--- config.mk ---
export PLATFORM = sky130hd
export DESIGN_NAME = decode_issue_ctrl
export DESIGN_NICKNAME = d
export VERILOG_FILES = /design/src/rtl/decode_issue_ctrl.sv
export SDC_FILE = /design/constraint.sdc
export NUM_CORES = 1
export LEC_CHECK = 0
export CORE_ASPECT_RATIO = 0.7
export CORE_MARGIN = 2
export CORE_UTILIZATION = 50
export CTS_CLUSTER_DIAMETER = 150
export DETAILED_ROUTE_END_ITERATION = 10
export GPL_TIMING_DRIVEN = 0
export PLACE_DENSITY = 0.82
export SKIP_LAST_GASP = 1
export SLEW_MARGIN = 20
export SYNTH_ARGS = -nofsm -noshare
export SYNTH_HDL_FRONTEND = slang
export SYNTH_SLANG_ARGS = --single-unit
--- constraint.sdc ---
create_clock -name clk -period 10.4 [get_ports clk]
set_input_delay 1.56 -clock clk [delete_from_list [all_inputs] [get_ports clk]]
set_output_delay 1.56 -clock clk [all_outputs]
set_load 0.05 [all_outputs]
--- src/rtl/decode_issue_ctrl.sv ---
// rtl/decode_issue_ctrl.sv - decode-stage issue controller with int/float write scoreboard
// Blocks issue on RAW/WAW hazards or a full outstanding-write budget, and runs the drain FSM.
module decode_issue_ctrl #(
   parameter int MAX_OUT = 8,
   parameter int CNT_W   = 16
) (
   input  logic             clk,
   input  logic             rstn,
   input  logic             in_valid,
   input  logic [4:0]       in_src1_no,
   input  logic             in_src1_f,
   input  logic             in_src1_use,
   input  logic [4:0]       in_src2_no,
   input  logic             in_src2_f,
   input  logic             in_src2_use,
   input  logic [4:0]       in_dst_no,
   input  logic             in_dst_f,
   input  logic             in_dst_wr,
   input  logic             flush,
   input  logic             wb_valid,
   input  logic [4:0]       wb_no,
   input  logic             wb_f,
   input  logic             drain_req,
   output logic             issue_en,
   output logic             stall,
   output logic             drained,
   output logic [31:0]      pend_int,
   output logic [31:0]      pend_fp,
   output logic [3:0]       out_cnt,
   output logic [CNT_W-1:0] stall_cnt,
   output logic             wb_err
);

   typedef enum logic [1:0] {RUN = 2'd0, DRAIN = 2'd1, IDLE = 2'd2} state_t;

   state_t           r_state;
   state_t           w_state_nxt;
   logic [31:0]      r_pend_int;
   logic [31:0]      r_pend_fp;
   logic [31:0]      w_pend_int_nxt;
   logic [31:0]      w_pend_fp_nxt;
   logic [3:0]       r_out_cnt;
   logic [3:0]       w_out_cnt_nxt;
   logic [CNT_W-1:0] r_stall_cnt;
   logic             r_wb_err;
   logic             r_drained;

   logic w_raw1, w_raw2, w_waw, w_full, w_run;
   logic w_issue_wr, w_wb_int0, w_wb_hit, w_wb_dec;

   // Integer register 0 is hardwired and therefore never pending.
   function automatic logic f_pend(input logic [31:0] pi, input logic [31:0] pf,
                                   input logic [4:0] no, input logic is_f);
      if (is_f) return pf[no];
      return (no != 5'd0) && pi[no];
   endfunction

   assign w_raw1 = in_src1_use & f_pend(r_pend_int, r_pend_fp, in_src1_no, in_src1_f);
   assign w_raw2 = in_src2_use & f_pend(r_pend_int, r_pend_fp, in_src2_no, in_src2_f);
   assign w_waw  = in_dst_wr   & f_pend(r_pend_int, r_pend_fp, in_dst_no, in_dst_f);
   assign w_full = in_dst_wr   & (r_out_cnt == 4'(MAX_OUT));
   assign w_run  = (r_state == RUN) & ~drain_req;

   assign issue_en   = in_valid & ~flush & w_run & ~w_raw1 & ~w_raw2 & ~w_waw & ~w_full;
   assign stall      = in_valid & ~issue_en & ~flush;
   assign w_issue_wr = issue_en & in_dst_wr;

   assign w_wb_int0 = wb_valid & ~wb_f & (wb_no == 5'd0);
   assign w_wb_hit  = wb_valid & f_pend(r_pend_int, r_pend_fp, wb_no, wb_f);
   assign w_wb_dec  = (w_wb_hit | w_wb_int0) & (r_out_cnt != 4'd0);

   // Clear from writeback first so that a same-register issue set wins.
   always_comb begin
      w_pend_int_nxt = r_pend_int;
      w_pend_fp_nxt  = r_pend_fp;
      if (wb_valid) begin
         if (wb_f) w_pend_fp_nxt[wb_no]  = 1'b0;
         else      w_pend_int_nxt[wb_no] = 1'b0;
      end
      if (w_issue_wr) begin
         if (in_dst_f) w_pend_fp_nxt[in_dst_no] = 1'b1;
         else          w_pend_int_nxt[in_dst_no] = 1'b1;
      end
      w_pend_int_nxt[0] = 1'b0;
   end

   always_comb begin
      w_out_cnt_nxt = r_out_cnt;
      if (w_issue_wr && !w_wb_dec)      w_out_cnt_nxt = r_out_cnt + 4'd1;
      else if (!w_issue_wr && w_wb_dec) w_out_cnt_nxt = r_out_cnt - 4'd1;
   end

   always_comb begin
      w_state_nxt = r_state;
      case (r_state)
         RUN:     if (drain_req) w_state_nxt = DRAIN;
         DRAIN: begin
            if (!drain_req)                               w_state_nxt = RUN;
            else if ((r_out_cnt == 4'd0) && !wb_valid)    w_state_nxt = IDLE;
         end
         IDLE:    if (!drain_req) w_state_nxt = RUN;
         default: w_state_nxt = RUN;
      endcase
   end

   always_ff @(posedge clk or negedge rstn) begin
      if (!rstn) begin
         r_state     <= RUN;
         r_pend_int  <= '0;
         r_pend_fp   <= '0;
         r_out_cnt   <= '0;
         r_stall_cnt <= '0;
         r_wb_err    <= 1'b0;
         r_drained   <= 1'b0;
      end else begin
         r_state    <= w_state_nxt;
         r_pend_int <= w_pend_int_nxt;
         r_pend_fp  <= w_pend_fp_nxt;
         r_out_cnt  <= w_out_cnt_nxt;
         r_drained  <= (w_state_nxt == IDLE);
         if (stall && (r_stall_cnt != '1)) r_stall_cnt <= r_stall_cnt + 1'b1;
         if (wb_valid && !w_wb_hit && !w_wb_int0) r_wb_err <= 1'b1;
      end
   end

   assign pend_int  = r_pend_int;
   assign pend_fp   = r_pend_fp;
   assign out_cnt   = r_out_cnt;
   assign stall_cnt = r_stall_cnt;
   assign wb_err    = r_wb_err;
   assign drained   = r_drained;

endmodule

==> metrics.cfg <==
[run_status]
status = finished, final reports clean

[cells_and_area]
finalNetCount = 738
fin_util = 0.651
fillers = 907
syn2layout_area_growth_pct = 26.5
diodes = 0
drive_above_1_share = 0.146
seq_area_um2 = 2180
multiInputGateArea_um2 = 3600
finalInstanceArea_um2 = 7630

[power]
powerDensity_nw_per_um2 = 140
p_total_mw = 1.07
power.leakage_nw = 2.89
ir_drop_mv = 0.158

[worst_setup_path]
crit_chain = clkdlybuf4s50_1, buf_1, clkbuf_1, nand3_1, nor2_1, a311oi_1, a311oi_1, nor2_1, nand4_2, buf_2, buf_2, inv_1, nor2_1, clkdlybuf4s50_1
worstPathArrival_ps = 5430
cp-end-kind = output pin
crit_slowest_cell = clkdlybuf4s50_1
crit_type = in -> out
cpLargestDelayFamily = buffers and inverters
max_stage_delay_ps = 810
crit_required_ps = 8840
cp-start-kind = input port
critPathBufInv = 7
cp_max_fo = 10
critPathMostFrequentCell = nor2_1

[synthesis]
syn_nets = 618
synth-seq-area-share = 0.361
synth_cell_types = 61
synth_cells = 580
muxShareOfSynthArea = 0.252
ys_warn_count = 0
synth-seq-cells = 87
synth_top_family_by_area = multiplexers
synth_simple_gate_area_frac = 0.136
syn-cell-area_um2 = 6030
synth.avg_cell_area_um2 = 10.4
synth-main-ff-cell = dfrtp_1
synth_fa_ha_area_frac = 0.0116
async_flop_share = 1.00
synth-edff-count = 0
synth_xor_area_frac = 0.0261
synth-compound-area-share = 0.170

[flow_run]
maxCapViolCount = 0

[timing]
max-slew-margin-rel = 0.430
max_freq_mhz = 143
hold_violations = 0
setup_tns_ps = 0
finalSetupViolCount = 0
fin_crit_sh = 0.672
rsz0062_at_grt = no
period_needed_ps = 6990
hold-worst-slack_ps = 490
worst_slew_pin_slew_ps = 849
clock_skew_ps = 9.53
finalMaxSlewViolations = 0

[floorplanning]
std_cell_rows = 33
die_h_um = 95.9
ios = 121
initial_core_util = 0.514
dieArea_um2 = 13000
die_w_um = 135
core_um2 = 11700

[grt]
grt_pass1_vias = 5760
grtUsageTotal = 0.348
grt_pass1_wl_um = 33400
top_usage_layer = met2
grt-ovfl-total = 0
antenna_found_initial = 0
grt.met1_usage = 0.494
grt_max_degree = 53
met3_usage = 0.130
met2_usage = 0.509

[place]
gp_congestion = 0.966
hpwl_um = 16200
io_buffer_count = 108
place_area_um2 = 7330

[clocking]
cts_resized = 0
htreeDepth = 3
root_buffer = clkbuf_16
clk_path_buf_depth = 2
cts_tree = built
clkTransAtPathRegs_ps = 70
ctsHoldBuffers = 0
clk-insertion-delay-late_ps = 350
cts_setup_buffers = 0
cts_made_buffers = 9
cts_sinks = 87

[hold_path]
worstHoldPathType = reg -> reg

[drt]
wl_um = 22000
vias_per_cell = 6.91
drc = 0
first_pass_iters = 5
drtIter0Drc = 938
ant_nets = 0
vias = 5959
wl_per_cell_um = 25.5

[kinds of logic (layout without fill, tap and decap cells)]
| kind of cell | Yosys count | in the layout |
|---|---|---|
| compound gates | 178 | 178 |
| mux | 88 | 88 |
| other cells | 1 | 1 |
| fa+ha+maj | 5 | 5 |
| flops | 87 | 87 |
| simple gates | 145 | 145 |
| xor+xnor | 18 | 18 |
| buf+inv | 58 | 183 |
[state kept, by name (all words and copies together) (netlist names)]
| signal | count |
|---|---|
| wb_err | 1 |
| stall_cnt | 16 |
| pend_int | 31 |
| r_state | 2 |
| pend_fp | 32 |
| out_cnt | 4 |
| drained | 1 |
[path summary, 6_finish.rpt]
kind / startpoint / end / slack [ps] / depth (start not counted)
min reg2reg: r_state[1] / r_state[0] / 490 / 1
max: in_dst_no[0] / stall / 3410 / 14
max reg2reg: pend_int[2] / out_cnt[3] / 6040 / 18
min in group asynchronous: rstn / r_state[1] / 1160 / 1
min: r_state[1] / r_state[0] / 490 / 1
max in group asynchronous: rstn / pend_int[12] / 8620 / 2
[synth_stat cells (4+ instances only)]
| cell type | n | share of area |
|---|---|---|
| a21oi_1 | 5 | 0.0041 |
| and3_1 | 7 | 0.0073 |
| buf_1 | 5 | 0.0031 |
| buf_2 | 13 | 0.011 |
| clkbuf_1 | 20 | 0.012 |
| dfrtp_1 | 87 | 0.36 |
| ha_1 | 4 | 0.0083 |
| inv_1 | 16 | 0.010 |
| mux2_2 | 9 | 0.017 |
| mux2i_1 | 29 | 0.048 |
| mux4_2 | 50 | 0.19 |
| nand2_1 | 27 | 0.017 |
| nand2b_1 | 5 | 0.0052 |
| nand3_1 | 23 | 0.019 |
| nand3b_1 | 8 | 0.010 |
| nand4_1 | 11 | 0.011 |
| nor2_1 | 15 | 0.0093 |
| nor2b_1 | 14 | 0.015 |
| nor3_1 | 5 | 0.0041 |
| nor3b_1 | 5 | 0.0062 |
| o21ai_0 | 106 | 0.088 |
| o21ai_1 | 18 | 0.015 |
| o22ai_1 | 8 | 0.0083 |
| o31ai_1 | 10 | 0.012 |
| or2_2 | 4 | 0.0041 |
| xnor2_1 | 16 | 0.023 |
[stage by stage]
step / std cells / setup WS (ps)
2_1_floorplan: 580 / 4340
3_3_place_gp: 845 / 3490
3_5_place_dp: 846 / 3510
4_1_cts: 862 / 3520
5_1_grt: 862 / 3190
6_report: 862 / 3410
[worst reg2reg max path: cells and delay by family (launching register included)]
kind	cells	cell delay [ps]
xor gates and xnor gates	2	280
adders and majority gates	2	470
muxes	1	510
buffers and inverters	4	660
AOI/OAI and AO/OA	4	740
DFF	1	520
and+or+nand+nor	5	1070
[layout by cell type (no fill, tap or decap), types with 14 or more instances in the layout]
cell type,synthesis,final
o21ai_0,106,106
mux2i_1,29,29
clkdlybuf4s50_1,0,107
nor2_1,15,15
nand2_1,27,27
nor2b_1,14,14
clkbuf_1,20,20
mux4_2,50,50
o21ai_1,18,18
nand3_1,23,23
xnor2_1,16,16
dfrtp_1,87,87
inv_1,16,16
[final cells by class]
cell class / instances / area share
buffer: 42 / 0.0258
clock buffer: 10 / 0.0313
clock inverter: 6 / 0.00754
inverter: 16 / 0.00787
multi-input combinational: 435 / 0.471
sequential: 87 / 0.285
tap: 157 / 0.0258
timing repair buffer: 109 / 0.145
[layer usage]
layer,part of all wire,vias up
met1,0.40,2925
li1,-,2486
met2,0.43,495
met5,0,-
met3,0.16,53
met4,0.017,0
[power by group]
| group | internal (mW) | switching [mW] | total, mW |
|---|---|---|---|
| clock | 0.175 | 0.158 | 0.332 |
| sequential | 0.366 | 0.0468 | 0.413 |
| combinational | 0.122 | 0.198 | 0.320 |
| total | 0.662 | 0.403 | 1.07 |
No activity file was read; power rests on OpenSTA's default activity.
